[config.mk]
export PLATFORM = sky130hd
export DESIGN_NAME = alu_ctrl
export DESIGN_NICKNAME = d
export VERILOG_FILES = /design/src/rtl/alu_ctrl.sv
export SDC_FILE = /design/constraint.sdc
export NUM_CORES = 1
export LEC_CHECK = 0
export ABC_AREA = 1
export CAP_MARGIN = 15
export CORE_MARGIN = 5
export CORE_UTILIZATION = 58
export CTS_BUF_LIST = sky130_fd_sc_hd__clkbuf_16
export CTS_CLUSTER_SIZE = 40
export DETAILED_ROUTE_END_ITERATION = 8
export GPL_ROUTABILITY_DRIVEN = 0
export PLACE_DENSITY_LB_ADDON = 0.05
export SYNTH_ARGS = -nofsm -noshare
export SYNTH_HDL_FRONTEND = slang
export SYNTH_SLANG_ARGS = --single-unit
[constraint.sdc]
create_clock -name i_clk -period 7.55 [get_ports i_clk]
set_input_delay 1.8875 -clock i_clk [delete_from_list [all_inputs] [get_ports i_clk]]
set_output_delay 1.8875 -clock i_clk [all_outputs]
set_load 0.05 [all_outputs]
[src/rtl/alu_ctrl.sv]
// -----------------------------------------------------------------------------
// alu_ctrl
// Handshaked ALU controller. A command (opcode + two operands) is captured in
// IDLE, evaluated in EXEC from the captured copy, and the result is held in
// HOLD until the consumer accepts it. Two statistics counters track completed
// results and completed results flagged with error or overflow.
//
// Ports
//   i_clk        clock, all state changes on the rising edge
//   i_rst_n      asynchronous active-low reset
//   i_valid      command valid            o_ready   controller accepts command
//   i_op         opcode (0 sub, 1 nand, 2 starting-ones, 3 one-hot, 4-7 illegal)
//   i_a, i_b     operands (WIDTH bits)
//   o_valid      result valid             i_ready   consumer accepts result
//   o_y          result (WIDTH bits)
//   o_overflow   overflow flag            o_err     error flag
//   i_clr_stats  synchronous clear of both statistics counters
//   o_ops_cnt    completed handshakes (wraps)
//   o_bad_cnt    completed handshakes with err|overflow (saturates)
// -----------------------------------------------------------------------------
module alu_ctrl #(
   parameter int WIDTH = 4,
   parameter int CNT_W = 8
) (
   input  logic             i_clk,
   input  logic             i_rst_n,
   input  logic             i_valid,
   output logic             o_ready,
   input  logic [2:0]       i_op,
   input  logic [WIDTH-1:0] i_a,
   input  logic [WIDTH-1:0] i_b,
   output logic             o_valid,
   input  logic             i_ready,
   output logic [WIDTH-1:0] o_y,
   output logic             o_overflow,
   output logic             o_err,
   input  logic             i_clr_stats,
   output logic [CNT_W-1:0] o_ops_cnt,
   output logic [CNT_W-1:0] o_bad_cnt
);

   typedef enum logic [1:0] {
      IDLE = 2'd0,
      EXEC = 2'd1,
      HOLD = 2'd2
   } state_t;

   // Largest index/count that fits in the result field.
   localparam logic [31:0]      Y_MAX   = (32'd1 << WIDTH) - 32'd1;
   localparam logic [CNT_W-1:0] CNT_ONE = CNT_W'(1);
   localparam logic [CNT_W-1:0] CNT_MAX = {CNT_W{1'b1}};

   state_t           state_r;
   state_t           state_s;
   logic [2:0]       op_r;
   logic [WIDTH-1:0] a_r;
   logic [WIDTH-1:0] b_r;
   logic [WIDTH-1:0] y_r;
   logic             ov_r;
   logic             err_r;
   logic [CNT_W-1:0] ops_cnt_r;
   logic [CNT_W-1:0] bad_cnt_r;

   logic             done_s;
   logic [WIDTH-1:0] diff_s;
   logic [31:0]      ones_s;
   logic [31:0]      idx_s;
   logic [31:0]      pop_s;
   logic [WIDTH-1:0] unit_y_s;
   logic             unit_ov_s;
   logic             unit_err_s;

   // Number of consecutive 1s counted down from the MSB.
   function automatic logic [31:0] lead_ones(input logic [2*WIDTH-1:0] v);
      logic [31:0] cnt;
      logic        run;
      cnt = 32'd0;
      run = 1'b1;
      for (int i = 2*WIDTH-1; i >= 0; i--) begin
         if (run && v[i]) begin
            cnt = cnt + 32'd1;
         end else begin
            run = 1'b0;
         end
      end
      return cnt;
   endfunction

   // Index of the lowest set bit, 0 when the vector is all zeros.
   function automatic logic [31:0] low_index(input logic [2*WIDTH-1:0] v);
      logic [31:0] idx;
      logic        found;
      idx   = 32'd0;
      found = 1'b0;
      for (int i = 0; i < 2*WIDTH; i++) begin
         if (!found && v[i]) begin
            idx = 32'(i);
         end else begin
            idx = idx;
         end
         found = found | v[i];
      end
      return idx;
   endfunction

   // Population count, used to detect a non-one-hot operand pair.
   function automatic logic [31:0] pop_count(input logic [2*WIDTH-1:0] v);
      logic [31:0] cnt;
      cnt = 32'd0;
      for (int i = 0; i < 2*WIDTH; i++) begin
         cnt = cnt + {31'd0, v[i]};
      end
      return cnt;
   endfunction

   // State register.
   always_ff @(posedge i_clk or negedge i_rst_n) begin
      if (!i_rst_n) begin
         state_r <= IDLE;
      end else begin
         state_r <= state_s;
      end
   end

   // Next-state decode and result-handshake strobe.
   always_comb begin
      state_s = state_r;
      done_s  = 1'b0;
      case (state_r)
         IDLE: begin
            if (i_valid) begin
               state_s = EXEC;
            end else begin
               state_s = IDLE;
            end
         end
         EXEC: begin
            state_s = HOLD;
         end
         HOLD: begin
            if (i_ready) begin
               state_s = IDLE;
               done_s  = 1'b1;
            end else begin
               state_s = HOLD;
            end
         end
         default: begin
            state_s = IDLE;
         end
      endcase
   end

   // Functional units, all fed from the captured command so that input
   // changes outside IDLE cannot disturb a result in flight.
   always_comb begin
      diff_s     = a_r - b_r;
      ones_s     = lead_ones({b_r, a_r});
      idx_s      = low_index({b_r, a_r});
      pop_s      = pop_count({b_r, a_r});
      unit_y_s   = {WIDTH{1'b0}};
      unit_ov_s  = 1'b0;
      unit_err_s = 1'b0;
      case (op_r)
         3'd0: begin
            unit_y_s  = diff_s;
            // Signed overflow: operand signs differ and the result sign
            // does not follow A.
            unit_ov_s = (a_r[WIDTH-1] != b_r[WIDTH-1]) &&
                        (diff_s[WIDTH-1] != a_r[WIDTH-1]);
         end
         3'd1: begin
            unit_y_s = ~(a_r & b_r);
         end
         3'd2: begin
            unit_y_s  = ones_s[WIDTH-1:0];
            unit_ov_s = (ones_s > Y_MAX);
         end
         3'd3: begin
            unit_y_s   = idx_s[WIDTH-1:0];
            unit_ov_s  = (idx_s > Y_MAX);
            unit_err_s = (pop_s > 32'd1);
         end
         default: begin
            unit_err_s = 1'b1;
         end
      endcase
   end

   // Command capture in IDLE.
   always_ff @(posedge i_clk or negedge i_rst_n) begin
      if (!i_rst_n) begin
         op_r <= 3'd0;
         a_r  <= {WIDTH{1'b0}};
         b_r  <= {WIDTH{1'b0}};
      end else if ((state_r == IDLE) && i_valid) begin
         op_r <= i_op;
         a_r  <= i_a;
         b_r  <= i_b;
      end
   end

   // Result registers, loaded once in EXEC and held through HOLD.
   always_ff @(posedge i_clk or negedge i_rst_n) begin
      if (!i_rst_n) begin
         y_r   <= {WIDTH{1'b0}};
         ov_r  <= 1'b0;
         err_r <= 1'b0;
      end else if (state_r == EXEC) begin
         y_r   <= unit_y_s;
         ov_r  <= unit_ov_s;
         err_r <= unit_err_s;
      end
   end

   // Statistics counters; clear wins over a same-edge completion.
   always_ff @(posedge i_clk or negedge i_rst_n) begin
      if (!i_rst_n) begin
         ops_cnt_r <= {CNT_W{1'b0}};
         bad_cnt_r <= {CNT_W{1'b0}};
      end else if (i_clr_stats) begin
         ops_cnt_r <= {CNT_W{1'b0}};
         bad_cnt_r <= {CNT_W{1'b0}};
      end else if (done_s) begin
         ops_cnt_r <= ops_cnt_r + CNT_ONE;
         if ((err_r || ov_r) && (bad_cnt_r != CNT_MAX)) begin
            bad_cnt_r <= bad_cnt_r + CNT_ONE;
         end
      end
   end

   assign o_ready    = (state_r == IDLE);
   assign o_valid    = (state_r == HOLD);
   assign o_y        = y_r;
   assign o_overflow = ov_r;
   assign o_err      = err_r;
   assign o_ops_cnt  = ops_cnt_r;
   assign o_bad_cnt  = bad_cnt_r;

endmodule

Word level (Yosys, flattened, before mapping)

Index checks and enable logic that the tools add are counted.

Bits in registers: 35
Output and inout bits: 24

Add/sub/neg operators: 17
Order comparisons: 3
Equality and inequality tests: 8
Muxes and demuxes: 35
Bitwise operators: 8
Reductions and logical operators: 31

Operators with widths:

| cell                                                                   | number |
|---|---|
| 32-bit two-way mux                                                     | 13 |
| 32-bit by 1-bit adder with 32-bit output (second input constant)       | 7 |
| 32-bit by 4-bit > comparator with 1-bit output (second input constant) | 2 |
| 8-bit two-way mux                                                      | 5 |
| 1-bit logical AND                                                      | 17 |
| 8-bit by 1-bit adder with 8-bit output (second input constant)         | 2 |
| 4-bit one-hot mux with 4 select lines                                  | 1 |
| 1-bit two-way mux                                                      | 12 |
| 7-bit by 1-bit adder with 8-bit output                                 | 1 |
| 8-bit by 1-bit > comparator with 1-bit output (second input constant)  | 1 |
| 8-bit != test (second input constant)                                  | 1 |
| 6-bit by 1-bit adder with 7-bit output                                 | 1 |
| 1-bit zero test                                                        | 7 |
| 5-bit by 1-bit adder with 6-bit output                                 | 1 |
| 3-bit by 2-bit equality test with 1-bit output (second input constant) | 2 |
| 1-bit bitwise OR                                                       | 6 |
| 2-bit one-hot mux with 3 select lines                                  | 1 |
| 4-bit by 1-bit adder with 5-bit output                                 | 1 |
| 3-bit by 1-bit adder with 4-bit output                                 | 1 |
| 4-bit bitwise AND                                                      | 1 |
| 4-bit inverter                                                         | 1 |
| 2-bit nonzero test                                                     | 2 |
| 4-bit subtractor                                                       | 1 |
| 2-bit by 1-bit adder with 3-bit output                                 | 1 |
| 13 further kinds                                                       | 14 |

Depth between registers and ports, before layout

Depth in word-level cells: 17
Mapped depth: 31
Gate-level depth less buffers: 31

Worst setup path after synthesis

No wires, ideal clock.

Path type: register to register
Start point: register b_r[2]
End point: register ov_r, in the netlist o_overflow
Arrival time: 3477 ps
Required time: 7432 ps
Path slack: 3955 ps
Stages on the path, launching flop included: 32
Period minus slack after synthesis: 3595 ps
Path through: dfrtp_1 nand2_2 clkinv_1 ha_1 nor2_1 nor2_1 ha_1 nand2_1 nand2_1 ha_1 inv_1 o21ai_1 ha_1 nand2_1 nand2_1 ha_1 inv_1 nand2_1 o21ai_1 inv_1 ha_1 inv_1 nor2_1 nand3_2 nor2_2 nand2_1 nand2_1 nand2_1 nand2_1 nand2_1 nand2_1 nand2_1

Cells in the longest elaborated chain, start to end: 16

Ends and longest elaborated chain:

| what                                                                          | RTL line | RTL |
|---|---|---|
| start: declaration                                                            | 57       | `logic [WIDTH-1:0] b_r;` |
| start signal: assignment                                                      | 195      | `b_r <= {WIDTH{1'b0}};` |
| start signal: assignment                                                      | 199      | `b_r <= i_b;` |
| 1-bit logical AND                                                             | 80       | `if (run && v[i]) begin` |
| 32-bit two-way mux or 1-bit two-way mux (tied branches)                       | 80       |  |
| 32-bit by 1-bit adder with 32-bit output or 1-bit logical AND (tied branches) | 81, 80   |  |
| 32-bit two-way mux or 1-bit two-way mux (tied branches)                       | 80       |  |
| 32-bit by 1-bit adder with 32-bit output or 1-bit logical AND (tied branches) | 81, 80   |  |
| 32-bit two-way mux or 1-bit two-way mux (tied branches)                       | 80       |  |
| 32-bit by 1-bit adder with 32-bit output or 1-bit logical AND (tied branches) | 81, 80   |  |
| 32-bit two-way mux or 1-bit two-way mux (tied branches)                       | 80       |  |
| 32-bit by 1-bit adder with 32-bit output or 1-bit logical AND (tied branches) | 81, 80   |  |
| 32-bit two-way mux or 1-bit two-way mux (tied branches)                       | 80       |  |
| 32-bit by 1-bit adder with 32-bit output or 1-bit logical AND (tied branches) | 81, 80   |  |
| 32-bit two-way mux or 1-bit two-way mux (tied branches)                       | 80       |  |
| 32-bit by 1-bit adder with 32-bit output or 1-bit logical AND (tied branches) | 81, 80   |  |
| 32-bit two-way mux                                                            | 80       |  |
| 32-bit by 4-bit > comparator with 1-bit output                                | 177      | `unit_ov_s = (ones_s > Y_MAX);` |
| 1-bit one-hot mux with 3 select lines (*)                                     | 164      | `case (op_r)` |
| end signal: assignment                                                        | 211      | `ov_r <= unit_ov_s;` |
| end: declaration                                                              | 59       | `logic ov_r;` |

Mark *: on every way between the ends. The rest lies on a longest branch, timed or not.
A chain may end at the register's enable or synchronous reset.

Final worst setup path

Start point: register b_r[3]
End point: register ov_r, in the netlist o_overflow

Cells in the longest elaborated chain, start to end: 17

Ends and longest elaborated chain:

| what                                                                          | RTL line |
|---|---|
| 1-bit two-way mux                                                             | 80 |
| 32-bit by 1-bit adder with 32-bit output or 1-bit logical AND (tied branches) | 81, 80 |
| 32-bit two-way mux or 1-bit two-way mux (tied branches)                       | 80 |
| 32-bit by 1-bit adder with 32-bit output or 1-bit logical AND (tied branches) | 81, 80 |
| 32-bit two-way mux or 1-bit two-way mux (tied branches)                       | 80 |
| 32-bit by 1-bit adder with 32-bit output or 1-bit logical AND (tied branches) | 81, 80 |
| 32-bit two-way mux or 1-bit two-way mux (tied branches)                       | 80 |
| 32-bit by 1-bit adder with 32-bit output or 1-bit logical AND (tied branches) | 81, 80 |
| 32-bit two-way mux or 1-bit two-way mux (tied branches)                       | 80 |
| 32-bit by 1-bit adder with 32-bit output or 1-bit logical AND (tied branches) | 81, 80 |
| 32-bit two-way mux or 1-bit two-way mux (tied branches)                       | 80 |
| 32-bit by 1-bit adder with 32-bit output or 1-bit logical AND (tied branches) | 81, 80 |
| 32-bit two-way mux or 1-bit two-way mux (tied branches)                       | 80 |
| 32-bit by 1-bit adder with 32-bit output or 1-bit logical AND (tied branches) | 81, 80 |
| 32-bit two-way mux                                                            | 80 |
| 32-bit by 4-bit > comparator with 1-bit output                                | 177 |
| 1-bit one-hot mux with 3 select lines (*)                                     | 164 |

Marked as above.

==> flow_results.xml <==
<?xml version="1.0" encoding="UTF-8"?>
<metrics>
  <group name="timing">
    <metric name="fin_worst_skew" unit="ps">3.10</metric>
    <metric name="drv_slew" unit="">0</metric>
    <metric name="max_slew_margin" unit="%">59.3</metric>
    <metric name="final_critical_path_share_of_the_clock_period" unit="%">52.4</metric>
    <metric name="hold_violations" unit="">0</metric>
    <metric name="setup_viol" unit="">0</metric>
    <metric name="maxClockFrequency" unit="MHz">253</metric>
    <metric name="rsz0062_at_grt" unit="">no</metric>
    <metric name="tightestPinTransition" unit="ps">606</metric>
    <metric name="period_minus_slack" unit="ps">3960</metric>
    <metric name="final.setup.tns" unit="ps">0</metric>
  </group>
  <group name="power">
    <metric name="power_switching" unit="mW">0.552</metric>
    <metric name="p_sw_share" unit="%">47.2</metric>
    <metric name="clkPwrFrac" unit="%">20.1</metric>
    <metric name="irDropWorstVdd" unit="V">0.000346</metric>
    <metric name="pwr_density_cell" unit="nW/um2">368</metric>
    <metric name="sequentialPowerShare" unit="%">26.2</metric>
    <metric name="power.leakage" unit="nW">1.52</metric>
    <metric name="power" unit="mW">1.17</metric>
    <metric name="combPwrFrac" unit="%">53.7</metric>
    <metric name="power_report.internal_total" unit="mW">0.617</metric>
  </group>
  <group name="setup_path">
    <metric name="timing.rr.end" unit="">o_overflow$_DFFE_PN0N_</metric>
    <metric name="arrival" unit="ps">4130</metric>
    <metric name="timing.critical_path.max_delay_family" unit="">adder cells</metric>
    <metric name="critical_path.startpoint" unit="">b_r[3]$_DFFE_PN0P_</metric>
    <metric name="timing.critical_path.slowest_cell_delay" unit="ps">420</metric>
    <metric name="regToRegSetupSlack" unit="ps">3590</metric>
    <metric name="cp.required" unit="ps">7720</metric>
    <metric name="critPathMostFrequentCell" unit="">sky130_fd_sc_hd__nand2_1</metric>
    <metric name="setup.worst_path.start_class" unit="">flip-flop</metric>
    <metric name="crit_end" unit="">o_overflow$_DFFE_PN0N_</metric>
    <metric name="timing.setup.critical_path_class" unit="">reg -&gt; reg</metric>
    <metric name="timing.rr.start" unit="">b_r[3]$_DFFE_PN0P_</metric>
    <metric name="critPathMaxFanout" unit="">4</metric>
    <metric name="timing.critical_path.buf_inv" unit="">5</metric>
    <metric name="cp-end-kind" unit="">flip-flop</metric>
    <metric name="cp.depth" unit="">31</metric>
    <metric name="cpMaxStageDelayCell" unit="">sky130_fd_sc_hd__dfrtp_1</metric>
    <metric name="reg2regPathDepth" unit="">31</metric>
  </group>
  <group name="finish">
    <metric name="area_overhead_vs_synth" unit="%">24.3</metric>
    <metric name="fin_nets" unit="">435</metric>
    <metric name="layout_commonest_cell" unit="">sky130_fd_sc_hd__nand2_1</metric>
    <metric name="n_antenna_cell" unit="">0</metric>
    <metric name="post_route_cells_drive_above_1_share" unit="%">7.34</metric>
    <metric name="multi_input_combinational_cell_area" unit="um2">1430</metric>
    <metric name="most-common-layout-cells" unit="">sky130_fd_sc_hd__nand2_1 (85), sky130_fd_sc_hd__inv_1 (60), sky130_fd_sc_hd__clkdlybuf4s50_1 (39)</metric>
    <metric name="filler_cell_count" unit="">356</metric>
    <metric name="flip_flop_and_latch_area" unit="um2">876</metric>
  </group>
  <group name="clock_network">
    <metric name="cts_tree" unit="">built</metric>
    <metric name="max-clock-path-buffers" unit="">2</metric>
    <metric name="post-cts-setup-buffer-count" unit="">0</metric>
    <metric name="worstSkewPairLatency" unit="ps">280</metric>
    <metric name="clk_pin_slew_worst_paths" unit="ps">60</metric>
    <metric name="cts_inserted_buffers" unit="">5</metric>
    <metric name="tritoncts_num_sinks" unit="">35</metric>
    <metric name="htree_levels" unit="">2</metric>
    <metric name="root_buffer" unit="">sky130_fd_sc_hd__clkbuf_16</metric>
    <metric name="postCtsHoldBufs" unit="">0</metric>
    <metric name="cts_resized" unit="">0</metric>
  </group>
  <group name="yosys">
    <metric name="mappedNetlistNets" unit="">391</metric>
    <metric name="top_cell_type_s_share_of_synthesized_area" unit="%">34.2</metric>
    <metric name="synth_cells" unit="">350</metric>
    <metric name="post_synth_cell_types" unit="">33</metric>
    <metric name="post_synth.cell_area_avg" unit="um2">7.31</metric>
    <metric name="synthDominantAreaCellType" unit="">sky130_fd_sc_hd__dfrtp_1</metric>
    <metric name="syn_area" unit="um2">2560</metric>
    <metric name="synth.top_cells.by_area" unit="">sky130_fd_sc_hd__dfrtp_1 (34%), sky130_fd_sc_hd__nand2_1 (12%), sky130_fd_sc_hd__ha_1 (9.8%)</metric>
    <metric name="synth-seq-cells" unit="">35</metric>
    <metric name="synth_sequential_area_ratio" unit="%">34.2</metric>
    <metric name="yosysWarningCount" unit="">0</metric>
  </group>
  <group name="grt">
    <metric name="global_route.overflow_total" unit="">0</metric>
    <metric name="globalRoute.busiestLayer" unit="">met2</metric>
    <metric name="global_route.usage.total" unit="%">21.4</metric>
    <metric name="first_global_vias" unit="">2326</metric>
    <metric name="antenna_found_initial" unit="">0</metric>
    <metric name="groute.layer.met3.usage" unit="%">4.37</metric>
    <metric name="grt_use_met2" unit="%">34.9</metric>
    <metric name="grt_first_pass_wirelength" unit="um">10400</metric>
    <metric name="grt.met1_usage" unit="%">28.5</metric>
    <metric name="grt_max_degree" unit="">36</metric>
  </group>
  <group name="floorplanning">
    <metric name="start_util" unit="%">59.1</metric>
    <metric name="chipHeight" unit="um">76.4</metric>
    <metric name="design.portCount" unit="">40</metric>
    <metric name="floorplan.die_area" unit="um2">5840</metric>
    <metric name="die_width" unit="um">76.4</metric>
    <metric name="num_rows" unit="">24</metric>
    <metric name="core_area" unit="um2">4320</metric>
  </group>
  <group name="detailed_routing">
    <metric name="detail_route.wirelength" unit="um">5940</metric>
    <metric name="first_iter_violations" unit="">154</metric>
    <metric name="avgRoutedWirePerCell" unit="um">13.3</metric>
    <metric name="route.vias.total" unit="">2377</metric>
    <metric name="pre_antenna_drt_iters" unit="">4</metric>
    <metric name="drt-vias-per-instance" unit="">5.32</metric>
    <metric name="drtAntennaViolNets" unit="">0</metric>
    <metric name="drc" unit="">0</metric>
  </group>
  <group name="run_status">
    <metric name="outcome" unit="">complete, no violations</metric>
  </group>
  <group name="hold_path">
    <metric name="min_path_type" unit="">reg -&gt; reg</metric>
    <metric name="holdCritStartpoint" unit="">o_y[0]$_DFFE_PN0N_</metric>
  </group>
  <group name="run">
    <metric name="reported_max_cap_violation_count" unit="">0</metric>
  </group>
  <group name="placed_design">
    <metric name="dp.final_hpwl" unit="um">4440</metric>
    <metric name="portBuffers" unit="">39</metric>
  </group>
</metrics>
cell type report:
type	count	share of cell area (%)
multi-input cells	249	45.1
flip-flops and latches	35	27.6
repair buffers	40	12.5
inverters	63	7.44
clock buffers	5	3.94
well taps	52	2.05
clock inverters	3	1.38
kinds of logic (layout without fill, tap and decap cells):
group,after synthesis,in the layout,share of synthesized area [%]
XOR/XNOR,2,2,0.685
flip-flops,35,35,34.2
buffers and inverters,66,111,9.69
AND/OR/NAND/NOR,165,165,29.4
adder cells (fa/ha/maj),25,25,13.7
AO/OA/AOI/OAI,57,57,12.3
state kept, by name, indices dropped and copies added (netlist names):
register	cells
op_r	3
o_err	1
b_r	4
state_r	2
o_bad_cnt	8
o_y	4
a_r	4
o_overflow	1
o_ops_cnt	8
worst reg2reg max path, delay by kind of cell (launching register included):
family / cells / cell delay, ps
adders and majority gates: 6 / 1470
buffers and inverters: 5 / 300
AOI/OAI and AO/OA: 2 / 250
DFF: 1 / 420
and+or+nand+nor: 18 / 1450
worst min path at each step:
stage | end | slack, ps | cells after the start
floorplan | op_r[0]$_DFFE_PN0P_ | 540 | 2
global placement | o_y[0]$_DFFE_PN0N_ | 470 | 2
detailed placement | o_y[0]$_DFFE_PN0N_ | 470 | 2
CTS | o_y[1]$_DFFE_PN0N_ | 490 | 2
global route | o_y[0]$_DFFE_PN0N_ | 510 | 2
finish | o_y[0]$_DFFE_PN0N_ | 490 | 2
synth_stat cells:
| library cell | instances |
|---|---|
| sky130_fd_sc_hd__o21ai_0 | 28 |
| sky130_fd_sc_hd__nand2_2 | 4 |
| sky130_fd_sc_hd__ha_1 | 20 |
| sky130_fd_sc_hd__nand2_4 | 1 |
| sky130_fd_sc_hd__a21o_1 | 1 |
| sky130_fd_sc_hd__clkinv_1 | 1 |
| sky130_fd_sc_hd__nand3_2 | 4 |
| sky130_fd_sc_hd__o21ai_1 | 6 |
| sky130_fd_sc_hd__a211oi_1 | 1 |
| sky130_fd_sc_hd__a32o_1 | 1 |
| sky130_fd_sc_hd__inv_1 | 60 |
| sky130_fd_sc_hd__a31oi_1 | 4 |
| sky130_fd_sc_hd__o211ai_1 | 2 |
| sky130_fd_sc_hd__o22ai_1 | 3 |
| sky130_fd_sc_hd__nor2_2 | 5 |
| sky130_fd_sc_hd__a21oi_1 | 9 |
| sky130_fd_sc_hd__nor2_4 | 2 |
| sky130_fd_sc_hd__nand2_1 | 85 |
| sky130_fd_sc_hd__nand4_4 | 1 |
| sky130_fd_sc_hd__inv_2 | 2 |
| sky130_fd_sc_hd__or2_2 | 1 |
| sky130_fd_sc_hd__xor2_1 | 2 |
| sky130_fd_sc_hd__a21boi_0 | 1 |
| sky130_fd_sc_hd__nor3_1 | 13 |
| sky130_fd_sc_hd__a221oi_1 | 1 |
| sky130_fd_sc_hd__nor2_1 | 35 |
| sky130_fd_sc_hd__nand4_1 | 3 |
| sky130_fd_sc_hd__dfrtp_1 | 35 |
| sky130_fd_sc_hd__clkbuf_1 | 3 |
| sky130_fd_sc_hd__nand3b_1 | 1 |
| sky130_fd_sc_hd__nand3_1 | 9 |
| sky130_fd_sc_hd__and3_1 | 1 |
| sky130_fd_sc_hd__fa_1 | 5 |
layer usage:
layer	part of all wire, %	vias up
li1	-	1205
met1	47	1104
met2	47	58
met3	4.5	10
met4	1.6	0
met5	0	-
metrics by stage:
step	hold WS, ps	cells	worst slack (ps)	utilization, %	cell area, um2
after floorplan	541	350	3950	-	2560
after global placement	470	439	3840	69.6	3010
after detailed placement	473	439	3620	69.6	3010
after CTS	487	447	3620	73.5	3180
after global routing	509	447	3170	73.5	3180
final	485	447	3590	73.5	3180
power groups by stage:
| stage | clock, mW | sequential, mW | combinational [mW] |
|---|---|---|---|
| after floorplan | 0 | 0.339 | 0.416 |
| after global placement | 0 | 0.304 | 0.604 |
| after detailed placement | 0 | 0.306 | 0.620 |
| after CTS | 0.237 | 0.304 | 0.629 |
| after global routing | 0.248 | 0.314 | 0.724 |
| final | 0.235 | 0.306 | 0.628 |
No activity file was read; power rests on OpenSTA's default activity.
